[src/rtl/mem_arbiter.sv]
// mem_arbiter: two-port round-robin arbiter for a shared single-port
// synchronous memory with 1-cycle registered read data.
// Port A is instruction fetch, port B is load/store. Grant is combinational.
// The owner of each read is tagged in a register so that the response
// returns to the port that issued it.
// Optional build macro MEM_ARB_PERF_EN adds saturating performance counters
// (a_grant_cnt, b_grant_cnt, conflict_cnt).
module mem_arbiter #(
    parameter int ADDR_WIDTH = 6,
    parameter int DATA_WIDTH = 16,
    parameter int CNT_WIDTH  = 16
) (
    input  logic                  clk,
    input  logic                  rst_n,
    input  logic                  a_req,
    input  logic                  a_we,
    input  logic [ADDR_WIDTH-1:0] a_addr,
    input  logic [DATA_WIDTH-1:0] a_wdata,
    output logic                  a_ack,
    output logic                  a_rvalid,
    output logic [DATA_WIDTH-1:0] a_rdata,
    input  logic                  b_req,
    input  logic                  b_we,
    input  logic [ADDR_WIDTH-1:0] b_addr,
    input  logic [DATA_WIDTH-1:0] b_wdata,
    output logic                  b_ack,
    output logic                  b_rvalid,
    output logic [DATA_WIDTH-1:0] b_rdata,
    output logic                  mem_we,
    output logic [ADDR_WIDTH-1:0] mem_addr,
    output logic [DATA_WIDTH-1:0] mem_data,
    input  logic [DATA_WIDTH-1:0] mem_out
`ifdef MEM_ARB_PERF_EN
    ,
    output logic [CNT_WIDTH-1:0]  a_grant_cnt,
    output logic [CNT_WIDTH-1:0]  b_grant_cnt,
    output logic [CNT_WIDTH-1:0]  conflict_cnt
`endif
);

    typedef enum logic [1:0] {
        OWNER_NONE = 2'd0,
        OWNER_A    = 2'd1,
        OWNER_B    = 2'd2
    } owner_e;

    typedef enum logic {
        LAST_A = 1'b0,
        LAST_B = 1'b1
    } last_e;

    logic                  grant_a_s;
    logic                  grant_b_s;
    last_e                 last_grant_r;
    owner_e                rd_owner_r;
    logic [ADDR_WIDTH-1:0] addr_hold_r;
    logic [DATA_WIDTH-1:0] data_hold_r;

    // Round-robin grant; nothing is granted while reset is asserted.
    always_comb begin
        grant_a_s = 1'b0;
        grant_b_s = 1'b0;
        if (!rst_n) begin
            grant_a_s = 1'b0;
            grant_b_s = 1'b0;
        end else if (a_req && b_req) begin
            if (last_grant_r == LAST_B) begin
                grant_a_s = 1'b1;
            end else begin
                grant_b_s = 1'b1;
            end
        end else if (a_req) begin
            grant_a_s = 1'b1;
        end else if (b_req) begin
            grant_b_s = 1'b1;
        end else begin
            grant_a_s = 1'b0;
            grant_b_s = 1'b0;
        end
    end

    // Memory bus mux; idle cycles replay the last granted address/data.
    always_comb begin
        mem_we   = 1'b0;
        mem_addr = addr_hold_r;
        mem_data = data_hold_r;
        if (grant_a_s) begin
            mem_we   = a_we;
            mem_addr = a_addr;
            mem_data = a_wdata;
        end else if (grant_b_s) begin
            mem_we   = b_we;
            mem_addr = b_addr;
            mem_data = b_wdata;
        end else begin
            mem_we   = 1'b0;
            mem_addr = addr_hold_r;
            mem_data = data_hold_r;
        end
    end

    assign a_ack    = grant_a_s;
    assign b_ack    = grant_b_s;
    assign a_rdata  = mem_out;
    assign b_rdata  = mem_out;
    assign a_rvalid = (rd_owner_r == OWNER_A);
    assign b_rvalid = (rd_owner_r == OWNER_B);

    // Arbitration history, bus hold registers and read-response owner tag.
    always_ff @(posedge clk or negedge rst_n) begin
        if (!rst_n) begin
            last_grant_r <= LAST_B;
            rd_owner_r   <= OWNER_NONE;
            addr_hold_r  <= {ADDR_WIDTH{1'b0}};
            data_hold_r  <= {DATA_WIDTH{1'b0}};
        end else begin
            if (grant_a_s) begin
                last_grant_r <= LAST_A;
            end else if (grant_b_s) begin
                last_grant_r <= LAST_B;
            end
            if (grant_a_s || grant_b_s) begin
                addr_hold_r <= mem_addr;
                data_hold_r <= mem_data;
            end
            if (grant_a_s && !a_we) begin
                rd_owner_r <= OWNER_A;
            end else if (grant_b_s && !b_we) begin
                rd_owner_r <= OWNER_B;
            end else begin
                rd_owner_r <= OWNER_NONE;
            end
        end
    end

`ifdef MEM_ARB_PERF_EN
    localparam logic [CNT_WIDTH-1:0] CNT_MAX = {CNT_WIDTH{1'b1}};
    localparam logic [CNT_WIDTH-1:0] CNT_ONE = {{(CNT_WIDTH-1){1'b0}}, 1'b1};

    // Saturating grant and conflict counters.
    always_ff @(posedge clk or negedge rst_n) begin
        if (!rst_n) begin
            a_grant_cnt  <= {CNT_WIDTH{1'b0}};
            b_grant_cnt  <= {CNT_WIDTH{1'b0}};
            conflict_cnt <= {CNT_WIDTH{1'b0}};
        end else begin
            if (grant_a_s && (a_grant_cnt != CNT_MAX)) begin
                a_grant_cnt <= a_grant_cnt + CNT_ONE;
            end
            if (grant_b_s && (b_grant_cnt != CNT_MAX)) begin
                b_grant_cnt <= b_grant_cnt + CNT_ONE;
            end
            if (a_req && b_req && (conflict_cnt != CNT_MAX)) begin
                conflict_cnt <= conflict_cnt + CNT_ONE;
            end
        end
    end
`endif

endmodule
[config.mk]
export PLATFORM = sky130hd
export DESIGN_NAME = mem_arbiter
export DESIGN_NICKNAME = d
export VERILOG_FILES = /design/src/rtl/mem_arbiter.sv
export SDC_FILE = /design/constraint.sdc
export NUM_CORES = 1
export LEC_CHECK = 0
export BUFFER_PORTS_ARGS = -buffer_cell sky130_fd_sc_hd__buf_2
export CAP_MARGIN = 20
export CORE_ASPECT_RATIO = 1.2
export CORE_UTILIZATION = 43
export CTS_CLUSTER_SIZE = 25
export DETAILED_ROUTE_END_ITERATION = 8
export GPL_ROUTABILITY_DRIVEN = 0
export PLACE_DENSITY = 0.85
export SLEW_MARGIN = 10
export SYNTH_ARGS = -nofsm -noshare
export SYNTH_HDL_FRONTEND = slang
export SYNTH_SLANG_ARGS = --single-unit
[constraint.sdc]
create_clock -name clk -period 3.4 [get_ports clk]
set_input_delay 0.68 -clock clk [delete_from_list [all_inputs] [get_ports clk]]
set_output_delay 0.68 -clock clk [all_outputs]
set_load 0.01 [all_outputs]
==> flow_summary.json, run 1 <==
{
  "diodes": 0,
  "fin_nets": 255,
  "synthCells": 148,
  "cts_tree": "done",
  "track_usage_pct": 15.88,
  "clk_latency_ns": 0.26,
  "clockRootBuffer": "clkbuf_8",
  "dieArea_um2": 4130,
  "drv_slew": 0,
  "grt_max_degree": 48,
  "stdcell_area_um2": 1871,
  "remaining_drc_errors": 0,
  "die_w_um": 58.83,
  "clk_pin_slew_ns": 0.08,
  "ioPinCount": 125,
  "worst-endpoint-arrival_ns": 1.93,
  "synthFlopType": "dfrtp_1",
  "fp-row-count": 24,
  "synth-async-reset-ratio_pct": 100.0,
  "wire_per_inst_um": 13.77,
  "io_buffers": 76,
  "synth_nets": 214,
  "tns_ns": 0,
  "p_leak_nw": 0.9353,
  "startpoint": "rst_n",
  "antenna_found_initial": 0,
  "syn_to_final_growth_pct": 12.24,
  "fin_crit_sh_pct": 76.69,
  "yosys.area.top_type": "dfrtp_1",
  "grt_first_pass_wirelength_um": 5092,
  "ys_seq_area_share_pct": 37.61,
  "place_hpwl_um": 2461,
  "placed_area_um2": 1826,
  "grt_pass1_vias": 1156,
  "cts-buffers-inserted": 3,
  "start_util_pct": 45.49,
  "synth-edff-count": 0,
  "fillers": 355,
  "cellPowerDensity_nw_per_um2": 435.0,
  "rsz0062_at_grt": "no",
  "switchingPower_w": 0.0002330,
  "drtPass1Iterations": 4,
  "clockBufferDepth": 2,
  "worst_pin_slew_ns": 0.5329,
  "ys_warn_count": 0,
  "setup_viol": 0,
  "htree_levels": 1,
  "die_h_um": 70.20,
  "pre_cts_ws_ns": 0.7751,
  "endpoint_kind": "output port",
  "synth.top_cells.by_count": "a221o_1, buf_4, dfrtp_1",
  "drv_cap": 0,
  "core_area_um2": 3664,
  "swShare_pct": 28.64,
  "r2r_start": "last_grant_r",
  "vias_per_cell": 5.529,
  "relSlewSlack_pct": 64.39,
  "seq_power_share_pct": 43.9,
  "synthTopCellsByArea": "dfrtp_1, a221o_1, buf_4, and2_4, buf_6",
  "drive_above_1_share_pct": 54.79,
  "worst-r2r-setup-slack_ns": 1.81,
  "cp.required_ns": 2.72,
  "layout_min_cycle_time_ns": 2.608,
  "setup_ws_ns": 0.7924,
  "clkSinkCount": 25,
  "skew_ns": 0.002142,
  "routed_wl_um": 3305,
  "grt_overflow": 0,
  "cts_resized": 0,
  "p_int_w": 0.0005807,
  "utilization_pct": 51.06,
  "yosysMostFrequentCell": "a221o_1",
  "hold_viol": 0,
  "critPathKind": "in2out",
  "status": "completed",
  "ant_nets": 0,
  "min_path_type": "in2async",
  "reg2regPathDepth": 4,
  "start_kind": "primary input",
  "ir_worst_vdd_v": 0.0001345,
  "cts_setup_buffers": 0,
  "combPwrFrac_pct": 35.1,
  "multiInputGateArea_um2": 706.9,
  "regArea_um2": 626.9,
  "avgSynthCellArea_um2": 11.26,
  "num_vias": 1327,
  "yosysTopAreaCellShare_pct": 36.04,
  "critPathMaxFanout": 28,
  "fmax_ghz": 0.3835,
  "p_clk_share_pct": 21.0,
  "ys_ff_latch": 25,
  "ys_types": 16,
  "drt_iter0_drc": 111,
  "reg2reg_to": "addr_hold_r[0]",
  "ctsHoldBuffers": 0,
  "synth.cell_area_um2": 1667
}
## layer usage
layer / wire (µm) / global-route usage (%) / up-vias
li1: - / - / 617
met5: 0 / 0 / -
met4: 25 / 5.820 / 0
met2: 1588 / 26.14 / 67
met1: 1418 / 20.62 / 637
met3: 273 / 2.593 / 6
## power groups by stage
stage	Clock, W	Sequential [W]	Combinational (W)
6_report	0.000171	0.000357	0.000285
5_1_grt	0.000187	0.000361	0.000314
4_1_cts	0.000179	0.000358	0.000288
3_5_place_dp	0	0.000364	0.000286
3_3_place_gp	0	0.000361	0.000283
2_1_floorplan	0	0.000359	0.000228
## worst max-delay path by stage
stage | end | slack [ns] | cells past startpoint
after floorplan | mem_addr[1] | 1.31 | 5
after global placement | mem_data[7] | 0.81 | 6
after detailed placement | mem_data[7] | 0.78 | 6
after CTS | mem_data[7] | 0.78 | 6
after global routing | mem_data[14] | 0.65 | 6
final | mem_data[7] | 0.79 | 6
## area by class of cell
cell class	count	share of cell area, %
well taps	52	3.478
flip-flops and latches	25	33.51
clock buffers	4	2.408
multi-input cells	78	37.79
repair buffers	80	22.61
inverters	1	0.2007
## flip-flops by register name, indices dropped and copies added (netlist names)
name	count
data_hold_r	16
addr_hold_r	6
rd_owner_r	2
last_grant_r	1
## logic make-up (layout without fill, tap and decap cells)
logic type	Yosys count	after routing	share of synthesized area, %
AOI/OAI and AO/OA	49	49	28.83
buffers and inverters	45	85	20.87
DFF	25	25	37.61
and+or+nand+nor	29	29	12.69
## placed cells by master, fill, tap and decap left out
master | netlist | layout
nand2_2 | 1 | 1
clkbuf_1 | 0 | 1
dfrtp_1 | 24 | 24
buf_4 | 37 | 3
and2_4 | 14 | 14
a221o_1 | 44 | 44
inv_2 | 1 | 1
and2_1 | 8 | 8
buf_12 | 0 | 1
dfstp_2 | 1 | 1
o21ai_2 | 1 | 1
o21ai_0 | 1 | 1
nand2_1 | 2 | 2
nor2b_1 | 4 | 4
a21oi_4 | 0 | 2
clkbuf_8 | 0 | 3
buf_2 | 2 | 76
a22o_1 | 1 | 1
## per-stage QoR
step | power [W] | instances | hold slack (ns)
2_1_floorplan | 0.0005873 | 148 | 0.3844
3_3_place_gp | 0.0006447 | 236 | 0.5134
3_5_place_dp | 0.0006499 | 236 | 0.5184
4_1_cts | 0.0008242 | 240 | 0.2306
5_1_grt | 0.0008626 | 240 | 0.2262
6_report | 0.0008137 | 240 | 0.2350
## critical path: stages
cell	delay [ns]
buf_2	0.17
nand2_2	0.10
a21oi_4	0.44
buf_12	0.24
a221o_1	0.17
buf_2	0.13
Power figures use the tool's default switching activity.
==> inputs of run 2 (changes only) <==
--- a/config.mk
+++ b/config.mk
@@ -8,11 +8,11 @@
 export BUFFER_PORTS_ARGS = -buffer_cell sky130_fd_sc_hd__buf_2
 export CAP_MARGIN = 20
 export CORE_ASPECT_RATIO = 1.2
-export CORE_UTILIZATION = 43
+export CORE_UTILIZATION = 40
 export CTS_CLUSTER_SIZE = 25
 export DETAILED_ROUTE_END_ITERATION = 8
 export GPL_ROUTABILITY_DRIVEN = 0
-export PLACE_DENSITY = 0.85
+export PLACE_DENSITY = 0.8
 export SLEW_MARGIN = 10
 export SYNTH_ARGS = -nofsm -noshare
 export SYNTH_HDL_FRONTEND = slang
==> constraint.sdc (replaced) <==
create_clock -name clk -period 2.45 [get_ports clk]
set_input_delay 0.49 -clock clk [delete_from_list [all_inputs] [get_ports clk]]
set_output_delay 0.49 -clock clk [all_outputs]
set_load 0.01 [all_outputs]
==> run 2 against run 1 <==
Net effect: worst hold slack worse by 0.13 ns; clock-buffer cell count unchanged; worst setup slack worse by 0.51 ns; routed wire length shrank 6.1%; global-route usage down 2.0 points; power rose by 38%; flip-flop and latch count unchanged; clock power grew 35%; register-to-register slack worse by 0.69 ns; non-clock buffer count stayed put; largest power group unchanged.
==> flow_summary.json, run 2 (synthesis results as in run 1) <==
{
  "worst-r2r-setup-slack_ns": 1.12,
  "grt_first_pass_wirelength_um": 4712,
  "cp.required_ns": 1.96,
  "r2r_start": "last_grant_r",
  "worst_pin_slew_ns": 0.5181,
  "clkSinkCount": 25,
  "clockBufferDepth": 2,
  "grt_pass1_vias": 1114,
  "critPathMaxFanout": 31,
  "syn_to_final_growth_pct": 12.84,
  "io_buffers": 76,
  "clk_pin_slew_ns": 0.08,
  "endpoint_kind": "output port",
  "largest_reg_flops": 16,
  "remaining_drc_errors": 0,
  "track_usage_pct": 13.88,
  "reg2reg_to": "data_hold_r[9]",
  "grt_overflow": 0,
  "die_w_um": 60.93,
  "p_int_w": 0.0008061,
  "antenna_found_initial": 0,
  "cts-buffers-inserted": 3,
  "start_util_pct": 41.95,
  "cellPowerDensity_nw_per_um2": 595.1,
  "core_area_um2": 3973,
  "relSlewSlack_pct": 65.33,
  "drv_slew": 0,
  "drt_iter0_drc": 48,
  "p_leak_nw": 0.9369,
  "fp-row-count": 25,
  "reg_top3": "data_hold_r: 16 flops, addr_hold_r: 6 flops, rd_owner_r: 2 flops",
  "cts_tree": "done",
  "dieArea_um2": 4430,
  "seq_power_share_pct": 44.1,
  "hold_viol": 0,
  "drive_above_1_share_pct": 54.79,
  "routed_wl_um": 3105,
  "status": "completed",
  "swShare_pct": 27.97,
  "rsz0062_at_grt": "no",
  "p_clk_share_pct": 20.6,
  "start_kind": "primary input",
  "ant_nets": 0,
  "grt_max_degree": 48,
  "clockRootBuffer": "clkbuf_8",
  "final_common_cell": "buf_2",
  "layout_min_cycle_time_ns": 2.169,
  "vias_per_cell": 5.463,
  "diodes": 0,
  "critPathKind": "in2out",
  "finalHoldWorstSlack_ns": 0.1079,
  "htree_levels": 1,
  "place_hpwl_um": 2333,
  "fmax_ghz": 0.4611,
  "skew_ns": 0.001471,
  "die_h_um": 72.71,
  "fin_crit_sh_pct": 88.52,
  "setup_viol": 0,
  "ir_worst_vdd_v": 0.0002046,
  "combPwrFrac_pct": 35.2,
  "num_vias": 1322,
  "worst-endpoint-arrival_ns": 1.68,
  "registers.top_by_ff_count": "data_hold_r",
  "min_path_type": "in2async",
  "drtPass1Iterations": 4,
  "tns_ns": 0,
  "clk_latency_ns": 0.26,
  "wire_per_inst_um": 12.83,
  "ioPinCount": 125,
  "layout_common_cells": "buf_2, a221o_1, dfrtp_1",
  "drv_cap": 0,
  "reg2regPathDepth": 3,
  "ctsHoldBuffers": 0,
  "fin_nets": 255,
  "switchingPower_w": 0.0003131
}
## run 2: how the worst max path moves through the flow
stage | endpoint | depth (start not counted) | startpoint | slack (ns)
global placement | mem_data[5] | 5 | a_req | 0.16
detailed placement | mem_data[1] | 5 | a_req | 0.14
finish | mem_data[7] | 6 | rst_n | 0.28
CTS | mem_data[5] | 5 | a_req | 0.12
floorplan | mem_addr[1] | 5 | rst_n | 0.74
global route | mem_addr[0] | 6 | rst_n | 0.14
## run 2: power groups by stage
stage          combinational, W  sequential (W)  clock [W]
2_1_floorplan          0.000317        0.000498          0
4_1_cts                0.000399        0.000495   0.000246
3_5_place_dp           0.000395        0.000503          0
5_1_grt                0.000437        0.000501   0.000263
6_report               0.000394        0.000494   0.000231
3_3_place_gp           0.000389        0.000502          0
## run 2: worst max-delay path, cell delays in order
cell     delay, ns
buf_2         0.27
nand2_1       0.15
a21oi_4       0.14
buf_4         0.30
a221o_1       0.19
buf_2         0.12
## run 2: final cells by class
class / instances / area, µm²
repair buffers: 80 / 422.9
inverters: 1 / 3.754
well taps: 54 / 67.56
clock buffers: 4 / 45.04
multi-input cells: 78 / 714.4
flip-flops and latches: 25 / 626.9
fillers: 393 / 2092
## run 2: routing by layer
layer  global-route usage, %  vias to the layer above  part of all wire [%]
met5                       0                        -                     0
met4                   4.293                        0                   1.5
met3                   4.255                        9                   9.8
met2                   23.93                       79                    46
met1                   16.21                      616                    42
li1                        -                      618                     -
## run 2: repair_timing
action                                  CTS  global route
resized for setup                         0             1
endpoints found under the setup margin    0             1
buffers inserted                          0             0
## run 2: per-stage QoR
stage	cell area [µm²]	worst slack, ns	util [%]	total power [W]	std cells
global route	1881	0.1418	47.34	0.001201	242
floorplan	1667	0.7415	-	0.0008151	148
global placement	1828	0.1641	46.02	0.0008908	238
finish	1881	0.2811	47.34	0.001119	242
CTS	1873	0.1229	47.15	0.001139	242
detailed placement	1828	0.1360	46.02	0.0008986	238
==> inputs of run 3 (changes only) <==
--- a/config.mk
+++ b/config.mk
@@ -13,6 +13,7 @@
 export DETAILED_ROUTE_END_ITERATION = 8
 export GPL_ROUTABILITY_DRIVEN = 0
 export PLACE_DENSITY = 0.8
+export SETUP_SLACK_MARGIN = 0.4
 export SLEW_MARGIN = 10
 export SYNTH_ARGS = -nofsm -noshare
 export SYNTH_HDL_FRONTEND = slang
==> run 3 against run 2 <==
Net effect: fmax up 4.8%; global-route usage increased by 1.7 points; highest routed layer unchanged; die area unchanged; final cell count grew 1.7%; critical path type is now reg2out; clock skew about the same; clock-buffer cell count unchanged; first-iteration DRC count rose by 19%; non-clock buffer count rose by 3; combinational power grew 7.6%.
==> flow_summary.json, run 3 (synthesis results as in run 1) <==
{
  "status": "completed",
  "dr_wl_met2_um": 1738,
  "io_buffers": 76,
  "grt_overflow": 0,
  "drtPass1Iterations": 4,
  "fillers": 380,
  "fin_crit_sh_pct": 84.46,
  "fp-row-count": 25,
  "highest_layer": "met4",
  "rsz0062_at_grt": "yes",
  "multiInputGateArea_um2": 723.2,
  "worst-endpoint-arrival_ns": 1.58,
  "dr_wl_met3_um": 294,
  "grt_first_pass_wirelength_um": 5188,
  "worst_pin_slew_ns": 0.4525,
  "wire_per_inst_um": 14.71,
  "cts-buffers-inserted": 3,
  "htree_levels": 1,
  "clk_pin_slew_ns": 0.08,
  "setup_viol": 0,
  "drt_iter0_drc": 57,
  "ctsHoldBuffers": 0,
  "ir_worst_vdd_v": 0.0002067,
  "place_hpwl_um": 2333,
  "remaining_drc_errors": 0,
  "layout_min_cycle_time_ns": 2.069,
  "core_area_um2": 3973,
  "largest_reg_flops": 16,
  "drv_cap": 0,
  "grt_pass1_vias": 1169,
  "drive_above_1_share_pct": 55.73,
  "clockBufferDepth": 2,
  "syn_to_final_growth_pct": 18.39,
  "routed_wl_um": 3618,
  "wl_met1_um": 1542,
  "critPathMaxFanout": 12,
  "grt_max_degree": 32,
  "endpoint_kind": "output port",
  "ioPinCount": 125,
  "cp_top_family": "flip-flops",
  "skew_ns": 0.001700,
  "die_h_um": 72.71,
  "clkSinkCount": 25,
  "track_usage_pct": 15.53,
  "die_w_um": 60.93,
  "cts_tree": "done",
  "start_util_pct": 41.95,
  "p_leak_nw": 0.9771,
  "cp.required_ns": 1.96,
  "antenna_found_initial": 0,
  "slowest_delay_ns": 0.58,
  "cellPowerDensity_nw_per_um2": 582.2,
  "relSlewSlack_pct": 69.83,
  "cp_slowest_cell": "dfstp_2",
  "num_vias": 1340,
  "layout_common_cells": "buf_2, a221o_1, dfrtp_1",
  "tns_ns": 0,
  "vias_per_cell": 5.447,
  "worstPathCellList": "inv_2 -> a21oi_4 -> clkbuf_16 -> a221o_1 -> buf_2",
  "dieArea_um2": 4430,
  "reg_top3": "data_hold_r: 16 flops, addr_hold_r: 6 flops, rd_owner_r: 2 flops",
  "drv_slew": 0,
  "min_path_type": "in2async",
  "final_common_cell": "buf_2",
  "utilization_pct": 49.67,
  "cp_num_buf_inv": 3,
  "regArea_um2": 626.9,
  "registers.top_by_ff_count": "data_hold_r",
  "ant_nets": 0,
  "start_kind": "flop",
  "critPathKind": "reg2out",
  "diodes": 0,
  "fin_nets": 259,
  "hold_viol": 0,
  "clk_latency_ns": 0.26,
  "fmax_ghz": 0.4833,
  "clockRootBuffer": "clkbuf_8"
}
==> run 3: layout make-up <==
cell class                 instances  share of cell area [%]
multi-input combinational         79                   36.65
sequential                        25                   31.77
timing repair buffer              83                   25.68
tap                               54                   3.424
clock buffer                       4                   2.283
inverter                           1                  0.1902
==> run 3: final timing paths <==
| path | from | cells after the start | end | slack [ns] |
|---|---|---|---|---|
| worst max-delay path | last_grant_r | 5 | mem_data[14] | 0.38 |
| worst min-delay path | rst_n | 1 | data_hold_r[15] | 0.07 |
| worst max register to register | last_grant_r | 5 | data_hold_r[9] | 0.93 |
| worst min register to register | last_grant_r | 2 | last_grant_r | 0.53 |
| max in group asynchronous | rst_n | 2 | addr_hold_r[4] | 1.92 |
| min in group clk | b_we | 2 | rd_owner_r[1] | 0.39 |
==> run 3: routing by layer <==
metal | vias to the layer above | track usage, %
met4 | 0 | 4.293
met3 | 9 | 4.255
met2 | 75 | 27.23
li1 | 630 | -
met1 | 626 | 18.30
met5 | - | 0
==> run 3: metrics by stage <==
stage                     cell area, µm²  cells  setup slack, ns  total power (W)  hold WS, ns
after detailed placement            1828    238           0.1360        0.0008986       0.3892
after global routing                1973    246           0.3126         0.001229      0.06789
after CTS                           1928    244           0.3845         0.001157      0.07006
after global placement              1828    238           0.1641        0.0008908       0.3850
final                               1973    246           0.3808         0.001149      0.07289
after floorplan                     1667    148           0.7415        0.0008151       0.1944
==> run 3: power breakdown <==
part	switching (W)	total [W]	internal [W]
Sequential	0.0000177	0.000494	0.000476
Clock	0.000115	0.000231	0.000116
Combinational	0.000190	0.000424	0.000233
==> run 3: what timing repair did <==
action	in CTS	in global routing
setup endpoints to repair	24	23
resized for setup	3	3
gates cloned	2	1
setup buffers	0	1
pin swaps	1	1
==> run 3: worst reg2reg max path, cell delays in order (launching register included) <==
cell,delay (ns)
dfstp_2,0.58
inv_2,0.05
a21oi_4,0.20
buf_4,0.15
bufbuf_16,0.29
a221o_1,0.18
